--- src/rtl/vga_pkg.sv ---
// Shared VGA timing package: vertical FSM state type plus the default
// 640x480@60 horizontal (hsync_cnt) and vertical (vsync_cnt) timing constants.
package vga_pkg;

    typedef enum logic [1:0] {
        VISIBLE = 2'd0,
        FRONT   = 2'd1,
        SYNC    = 2'd2,
        BACK    = 2'd3
    } vstate_t;

    // Horizontal timing, consumed by hsync_cnt
    localparam int H_VISIBLE = 640;
    localparam int H_FRONT   = 16;
    localparam int H_SYNC    = 96;
    localparam int H_BACK    = 48;

    // Vertical timing, consumed by vsync_cnt
    localparam int V_VISIBLE = 480;
    localparam int V_FRONT   = 10;
    localparam int V_SYNC    = 2;
    localparam int V_BACK    = 33;

    localparam int ROW_W     = 11;
    localparam int FRAME_W   = 8;

endpackage : vga_pkg

--- src/rtl/vsync_cnt_if.sv ---
// Bus between hsync_cnt/display logic and vsync_cnt.
// Optional macro FRAME_CNT_EN adds the frame_cnt signal and its FRAME_W parameter.
interface vsync_cnt_if #(
    parameter int ROW_W   = 11
`ifdef FRAME_CNT_EN
   ,parameter int FRAME_W = 8
`endif
);

    logic             line_done;
    logic             vsync;
    logic             rgb_en;
    logic [ROW_W-1:0] row;
    logic             frame_end;
`ifdef FRAME_CNT_EN
    logic [FRAME_W-1:0] frame_cnt;
`endif

`ifdef FRAME_CNT_EN
    modport master (output line_done,
                    input  vsync, rgb_en, row, frame_end, frame_cnt);
    modport slave  (input  line_done,
                    output vsync, rgb_en, row, frame_end, frame_cnt);
`else
    modport master (output line_done,
                    input  vsync, rgb_en, row, frame_end);
    modport slave  (input  line_done,
                    output vsync, rgb_en, row, frame_end);
`endif

endinterface : vsync_cnt_if

--- src/rtl/vsync_cnt.sv ---
// Vertical timing generator. Counts lines on each line_done cycle through
// VISIBLE -> FRONT -> SYNC -> BACK and produces registered vsync (active low),
// rgb_en, row and a one-cycle frame_end on wrap.
// Optional macro FRAME_CNT_EN adds a FRAME_W-bit wrapping frame counter.
module vsync_cnt
    import vga_pkg::*;
#(
    parameter int V_VISIBLE = vga_pkg::V_VISIBLE,
    parameter int V_FRONT   = vga_pkg::V_FRONT,
    parameter int V_SYNC    = vga_pkg::V_SYNC,
    parameter int V_BACK    = vga_pkg::V_BACK,
    parameter int ROW_W     = vga_pkg::ROW_W
`ifdef FRAME_CNT_EN
   ,parameter int FRAME_W   = vga_pkg::FRAME_W
`endif
) (
    input  logic        clk,
    input  logic        rst,
    vsync_cnt_if.slave  bus
);

    localparam int      V_TOTAL  = V_VISIBLE + V_FRONT + V_SYNC + V_BACK;
    localparam longint  ROW_SPAN = 64'd1 << ROW_W;

    // Last row index of each region; the FSM leaves a region on these rows
    localparam logic [ROW_W-1:0] VIS_LAST   = ROW_W'(V_VISIBLE - 1);
    localparam logic [ROW_W-1:0] FRONT_LAST = ROW_W'(V_VISIBLE + V_FRONT - 1);
    localparam logic [ROW_W-1:0] SYNC_LAST  = ROW_W'(V_VISIBLE + V_FRONT + V_SYNC - 1);
    localparam logic [ROW_W-1:0] LAST_ROW   = ROW_W'(V_TOTAL - 1);
    localparam logic [ROW_W-1:0] ROW_ONE    = ROW_W'(1);

    // Reject timing that cannot be represented or has an empty region
    if ((V_VISIBLE < 1) || (V_FRONT < 1) || (V_SYNC < 1) || (V_BACK < 1)) begin : g_err_region
        $error("vsync_cnt: every vertical region must be at least one line");
    end
    if (longint'(V_TOTAL) > ROW_SPAN) begin : g_err_width
        $error("vsync_cnt: V_TOTAL does not fit in ROW_W bits");
    end
`ifdef FRAME_CNT_EN
    if (FRAME_W < 1) begin : g_err_frame
        $error("vsync_cnt: FRAME_W must be at least 1");
    end
`endif

    vstate_t          state_q, state_d;
    logic [ROW_W-1:0] row_q, row_d;
    logic             vsync_q, vsync_d;
    logic             rgb_en_q, rgb_en_d;
    logic             frame_end_q, frame_end_d;

    // Next-state: advance one line per line_done cycle, step FSM at region ends
    always_comb begin
        row_d       = row_q;
        state_d     = state_q;
        frame_end_d = 1'b0;
        if (bus.line_done) begin
            if (row_q == LAST_ROW) begin
                row_d       = '0;
                frame_end_d = 1'b1;
            end else begin
                row_d       = row_q + ROW_ONE;
                frame_end_d = 1'b0;
            end
            case (state_q)
                VISIBLE: begin
                    if (row_q == VIS_LAST) state_d = FRONT;
                    else                   state_d = VISIBLE;
                end
                FRONT: begin
                    if (row_q == FRONT_LAST) state_d = SYNC;
                    else                     state_d = FRONT;
                end
                SYNC: begin
                    if (row_q == SYNC_LAST) state_d = BACK;
                    else                    state_d = SYNC;
                end
                BACK: begin
                    if (row_q == LAST_ROW) state_d = VISIBLE;
                    else                   state_d = BACK;
                end
                default: state_d = VISIBLE;
            endcase
        end else begin
            row_d   = row_q;
            state_d = state_q;
        end
        // Decoded from the next state so the registered flags line up with row
        vsync_d  = (state_d != SYNC);
        rgb_en_d = (state_d == VISIBLE);
    end

    // Timing registers with synchronous reset taking priority over line_done
    always_ff @(posedge clk) begin
        if (rst) begin
            state_q     <= VISIBLE;
            row_q       <= '0;
            vsync_q     <= 1'b1;
            rgb_en_q    <= 1'b1;
            frame_end_q <= 1'b0;
        end else begin
            state_q     <= state_d;
            row_q       <= row_d;
            vsync_q     <= vsync_d;
            rgb_en_q    <= rgb_en_d;
            frame_end_q <= frame_end_d;
        end
    end

    assign bus.row       = row_q;
    assign bus.vsync     = vsync_q;
    assign bus.rgb_en    = rgb_en_q;
    assign bus.frame_end = frame_end_q;

`ifdef FRAME_CNT_EN
    logic [FRAME_W-1:0] frame_cnt_q, frame_cnt_d;

    // Frame counter next value: bump on every wrap, natural modulo 2**FRAME_W
    always_comb begin
        if (frame_end_d) begin
            frame_cnt_d = frame_cnt_q + FRAME_W'(1);
        end else begin
            frame_cnt_d = frame_cnt_q;
        end
    end

    // Frame counter register
    always_ff @(posedge clk) begin
        if (rst) begin
            frame_cnt_q <= '0;
        end else begin
            frame_cnt_q <= frame_cnt_d;
        end
    end

    assign bus.frame_cnt = frame_cnt_q;
`endif

endmodule : vsync_cnt
--- src/flat_wrapper.sv ---
// flat-port wrapper written by rule: the top's interface ports become plain ports
module vsync_cnt_flat import vga_pkg::*;
#(
    parameter int V_VISIBLE = vga_pkg::V_VISIBLE,
    parameter int V_FRONT   = vga_pkg::V_FRONT,
    parameter int V_SYNC    = vga_pkg::V_SYNC,
    parameter int V_BACK    = vga_pkg::V_BACK,
    parameter int ROW_W     = vga_pkg::ROW_W

)
  (clk, rst, bus_line_done, bus_vsync, bus_rgb_en, bus_row, bus_frame_end);
  vsync_cnt_if #(.ROW_W(ROW_W)) bus_i ();
  input  logic clk;
  input  logic rst;
  input wire logic [$bits(bus_i.line_done)-1:0] bus_line_done;
  output wire logic [$bits(bus_i.vsync)-1:0] bus_vsync;
  output wire logic [$bits(bus_i.rgb_en)-1:0] bus_rgb_en;
  output wire logic [$bits(bus_i.row)-1:0] bus_row;
  output wire logic [$bits(bus_i.frame_end)-1:0] bus_frame_end;
  assign bus_i.line_done = bus_line_done;
  assign bus_vsync = bus_i.vsync;
  assign bus_rgb_en = bus_i.rgb_en;
  assign bus_row = bus_i.row;
  assign bus_frame_end = bus_i.frame_end;
  vsync_cnt #(.V_VISIBLE(V_VISIBLE), .V_FRONT(V_FRONT), .V_SYNC(V_SYNC), .V_BACK(V_BACK), .ROW_W(ROW_W)) u_core (.clk(clk), .rst(rst), .bus(bus_i));
endmodule
--- config.mk ---
export PLATFORM = sky130hd
export DESIGN_NAME = vsync_cnt_flat
export DESIGN_NICKNAME = d
export VERILOG_FILES = /design/src/rtl/vga_pkg.sv /design/src/rtl/vsync_cnt_if.sv /design/src/rtl/vsync_cnt.sv /design/src/flat_wrapper.sv
export SDC_FILE = /design/constraint.sdc
export NUM_CORES = 1
export LEC_CHECK = 0
export BUFFER_PORTS_ARGS = -buffer_cell sky130_fd_sc_hd__buf_4
export CAP_MARGIN = 20
export CORE_MARGIN = 10
export CORE_UTILIZATION = 40
export DETAILED_ROUTE_END_ITERATION = 10
export GPL_ROUTABILITY_DRIVEN = 0
export PLACE_DENSITY = 0.74
export SLEW_MARGIN = 0
export SYNTH_ARGS = -nofsm -noshare
export SYNTH_HDL_FRONTEND = slang
export SYNTH_SLANG_ARGS = --single-unit
--- constraint.sdc ---
create_clock -name clk -period 1.56 [get_ports clk]
set_input_delay 0.156 -clock clk [delete_from_list [all_inputs] [get_ports clk]]
set_output_delay 0.156 -clock clk [all_outputs]
set_load 0.02 [all_outputs]
==> Word-level counts from Yosys, hierarchy flattened <==
Cells that the tools add are included.
{ "word_totals": {"register_bits": 16, "inputBits": 3, "wordCells": 26} }
{ "classes": {"n_addsub": 1, "n_eq_ne": 8, "mux": 8, "bitwise": 1, "reduce_logical": 3} }
{ "op_table": {"columns": ["cell", "n"], "rows": [
  ["equality test 11 x 9 -> 1 bit, second input constant", 3],
  ["adder 11 x 1 -> 11 bit, second input constant", 1],
  ["equality test 11 x 10 -> 1 bit, second input constant", 1],
  ["2-to-1 mux 11 bit", 1],
  ["one-hot mux 2 bit (4 select lines)", 1],
  ["2-to-1 mux 2 bit", 3],
  ["equality test 2 bit, second input constant", 2],
  ["logical NOT 2 bit", 2],
  ["2-to-1 mux 1 bit", 3],
  ["equality test 2 x 1 -> 1 bit, second input constant", 1],
  ["!= test 2 bit, second input constant", 1],
  ["OR reduction 2 bit", 1],
  ["inverter 1 bit", 1]
]} }

==> Longest topological paths before layout <==
{ "depth": {"ltp_word": 5, "mapped_depth": 7, "ltp_nobuf": 6} }

==> Worst setup path after synthesis <==
No wires, ideal clock.
{ "synth_timing": {"path_type": "flip-flop to flip-flop", "startpoint": "reg u_core.row_q[5] (netlist: u_core.bus.row[5])", "endpoint": "reg u_core.row_q[0] (netlist: u_core.bus.row[0])", "setup_ns": 0.115, "t_arrival_ns": 1.541, "slack_ns": -0.096, "stages_incl_launch_ff": 7, "path_buffers": 2, "cell_sequence": "dfxtp_1 -> buf_6 -> or4_4 -> nor4_4 -> or2_1 -> buf_6 -> nor2_1"} }
{ "synth_via": {"elab_chain_cells": 2} }
{ "synth_lines": {"columns": ["element", "line_no", "rtl"], "rows": [
  ["start, declared", "vsync_cnt.sv:46", "logic [ROW_W-1:0] row_q, row_d;"],
  ["start signal, assigned", "vsync_cnt.sv:102", "row_q <= row_d;"],
  ["equality test 11 x 10 -> 1 bit", "vsync_cnt.sv:57", "if (row_q == LAST_ROW) begin"],
  ["2-to-1 mux 11 bit", "vsync_cnt.sv:57", null]
]} }
No other way between the ends.
A chain may end at the register's enable or synchronous reset.

==> Worst setup path after layout <==
{ "layout_timing": {"startpoint": "reg u_core.row_q[4] (netlist: u_core.bus.row[4])", "endpoint": "reg u_core.row_q[9] (netlist: u_core.bus.row[9])"} }
{ "layout_via": {"elab_chain_cells": 2, "word_cells_on_any_way": 3} }
{ "layout_lines": {"columns": ["element", "line_no"], "rows": [
  ["adder 11 x 1 -> 11 bit or equality test 11 x 10 -> 1 bit (tied branches)", "vsync_cnt.sv:61, vsync_cnt.sv:57"],
  ["2-to-1 mux 11 bit *", "vsync_cnt.sv:57"]
]} }
Every way passes the cells marked *; elsewhere a longest branch is shown, timed or not.

==> results.md <==
* Hold path startpoint: rst
* Placement Setup Slack at 68.4 ps
* Reg-to-reg startpoint: u_core.bus.row[4]
* Worst skew pair latency at 290 ps
* Max Slew Vio Count at 0
* Setup_tns at 0 ps
* WL/cell at 13.7 um
* Status: finished clean
* Ports at 17
* Antenna Cells at 0
* CP Class: reg -> reg
* Worst Path Max Fanout at 7
* DP HPWL at 1530 um
* FFs w/ async S/R, synth at 0%
* Hold Crit Endpoint: u_core.state_q[0]
* Sink Count at 16
* Vias per cell at 5.11
* Seq/Total Area, Yosys at 39.2%
* CTS tree: yes
* CTS H-tree depth at 1
* Die W at 65.2 um
* 1st-iter DRT viols at 24
* GRT Residual Overflow at 0
* Mean area per synthesized cell at 8.88 sq um
* YS warnings at 0
* CTS buffer count at 3
* Placed insts at 145
* Fin cells at 150
* GRT Total Usage at 9.93%
* Max Buffers Root-to-Sink at 2
* Max-cap violations at 0
* Layout cells sized above 1 at 34.1%
* Final worst slack at 34.9 ps
* Final Hold Viols at 0
* Worst slew margin at 79.7%
* Mapped Nets at 98
* Area grow syn2layout at 37.1%
* Met2 Wirelength at 986 um
* Setup violators final at 0
* CP startpoint kind: flop
* Highest metal used: met4
* Pwr dens at 691 nW/um^2
* Initial antenna violation count at 0
* Clock root cell: clkbuf_4
* CP required at 1750 ps
* Total power at 0.000773 W
* Synthesized flop and latch total at 16
* Vias at 767
* Final #Nets at 130
* WL final at 2050 um
* Dpl cell area at 1050 sq um
* Core area at 1940 sq um
* Largest net degree at the start of global routing at 12
* Worst flop-to-flop path endpoint: u_core.bus.row[9]
* Min cycle time layout at 1530 ps
* Worst Tran Pin Value at 301 ps
* Leak pwr at 0.437 nW
* Worst hold path class: in -> reg
* Crit end category: flop
* Final period util at 97.8%
* Fmax at 656 MHz
* FP Rows at 16
* Max VDD drop at 0.672 mV
* Initial core utilization at 42.1%
* RSZ-0062 raised after global routing: yes
* Metal3 WL at 167 um
* DRT antenna net count at 0
* Port buffer count at 16
* Met1 wire length at 883 um
* Number of global-route vias before repair at 815
* Die Area at 4250 sq um
* WHS Path Cells at 2
* Mapped Cells at 92
* Top FF cell, synth: dfxtp_1
* Final Cell Area at 1120 sq um
* Synth Cell Area at 817 sq um
* DRC viols at 0
* Reg2Reg Depth at 5
* EDFF count, synth at 0
* Arr. time, crit path at 1710 ps
* Chip height at 65.2 um
* Cell variety after synth at 30
* Quantity of hold-fixing buffers added after cts at 0
* First-pass GRT wire length at 3440 um
* Pre-antenna DRT Iters at 4
* Setup slack, reg-to-reg at 30 ps
* Worst-path clk slew at 90 ps
* Clock skew at 3.70 ps
-- flip-flops by register name (all words and copies together), names as in the netlist --
| signal | cells |
|---|---|
| u_core.bus.row | 11 |
| u_core.bus.rgb_en | 1 |
| u_core.bus.vsync | 1 |
| u_core.bus.frame_end | 1 |
| u_core.state_q | 2 |
-- worst max path at each step --
stage	cells after the start	start	to
after floorplan	6	u_core.bus.row[5]	u_core.bus.row[5]
after global placement	7	u_core.bus.row[0]	u_core.bus.row[5]
after detailed placement	7	u_core.bus.row[0]	u_core.bus.row[9]
after CTS	7	u_core.bus.row[0]	u_core.bus.row[9]
after global routing	5	u_core.bus.row[0]	u_core.bus.row[10]
final	5	u_core.bus.row[4]	u_core.bus.row[9]
-- synthesized netlist by cell type (all sizes together), types with 2 or more instances --
cell type	number	area, sq um
nand3	5	25.0
nor4bb	2	20.0
inv	3	11.3
ha	3	37.5
nand2	6	22.5
nor4	3	33.8
xnor2	7	61.3
nand4	4	25.0
a21oi	3	15.0
nor2	16	60.1
nor3	4	20.0
buf	3	27.5
dfxtp	16	320
xor2	3	26.3
-- routing by layer --
layer / GRT usage [%] / up-vias
met3: 5.59 / 4
met2: 16.8 / 27
met4: 2.67 / 0
li1: - / 378
met1: 10.3 / 358
met5: 0 / -
-- cells in the final DEF, fill, tap and decap left out, drive strengths merged, types with 2 or more instances in the layout --
cell,synthesis,routed
inv,3,3
nand4,4,4
nor4,3,3
ha,3,3
clkbuf,1,4
nor3,4,4
xor2,3,3
nor4bb,2,2
nand3,5,5
dfxtp,16,16
nand2,6,6
buf,3,31
a21oi,3,3
xnor2,7,7
nor2,16,16
-- worst max-delay path, stage by stage (launching register included) --
cell     delay (ps)
dfxtp_1         330
or4_4           560
nor4_4          170
or2_1           190
buf_6           140
nor2_1           50
-- kinds of logic after synthesis --
| family | synth area share (%) |
|---|---|
| xor gates and xnor gates | 10.7 |
| buffers and inverters | 5.21 |
| DFF | 39.2 |
| adders and majority gates | 4.59 |
| AOI/OAI and AO/OA | 5.21 |
| and+or+nand+nor | 33.8 |
| muxes | 1.23 |
-- power breakdown --
group          switching (W)  leakage, nW  total [W]  internal (W)
logic              0.0000408        0.286  0.0000779     0.0000371
registers         0.00000681        0.130   0.000421      0.000414
clock network       0.000133       0.0210   0.000275      0.000142
-- stage by stage --
stage / util, % / hold WS (ps)
2_1_floorplan: - / 225
3_3_place_gp: 53.9 / 360
3_5_place_dp: 53.9 / 364
4_1_cts: 55.7 / 54.5
5_1_grt: 57.7 / 59.4
6_report: 57.7 / 57.2
-- cell type report --
type / instances / area (sq um)
clock buffer: 4 / 36.3
fill: 179 / 822
inverter: 3 / 11.3
multi-input combinational: 69 / 480
sequential: 16 / 322
tap: 27 / 33.8
timing repair buffer: 31 / 236
-- what timing repair did --
| action | CTS | global route |
|---|---|---|
| buffers inserted | 0 | 1 |
| setup endpoints to repair | 0 | 14 |
| gates resized for setup | 0 | 4 |
No activity file was read; power rests on OpenSTA's default activity.
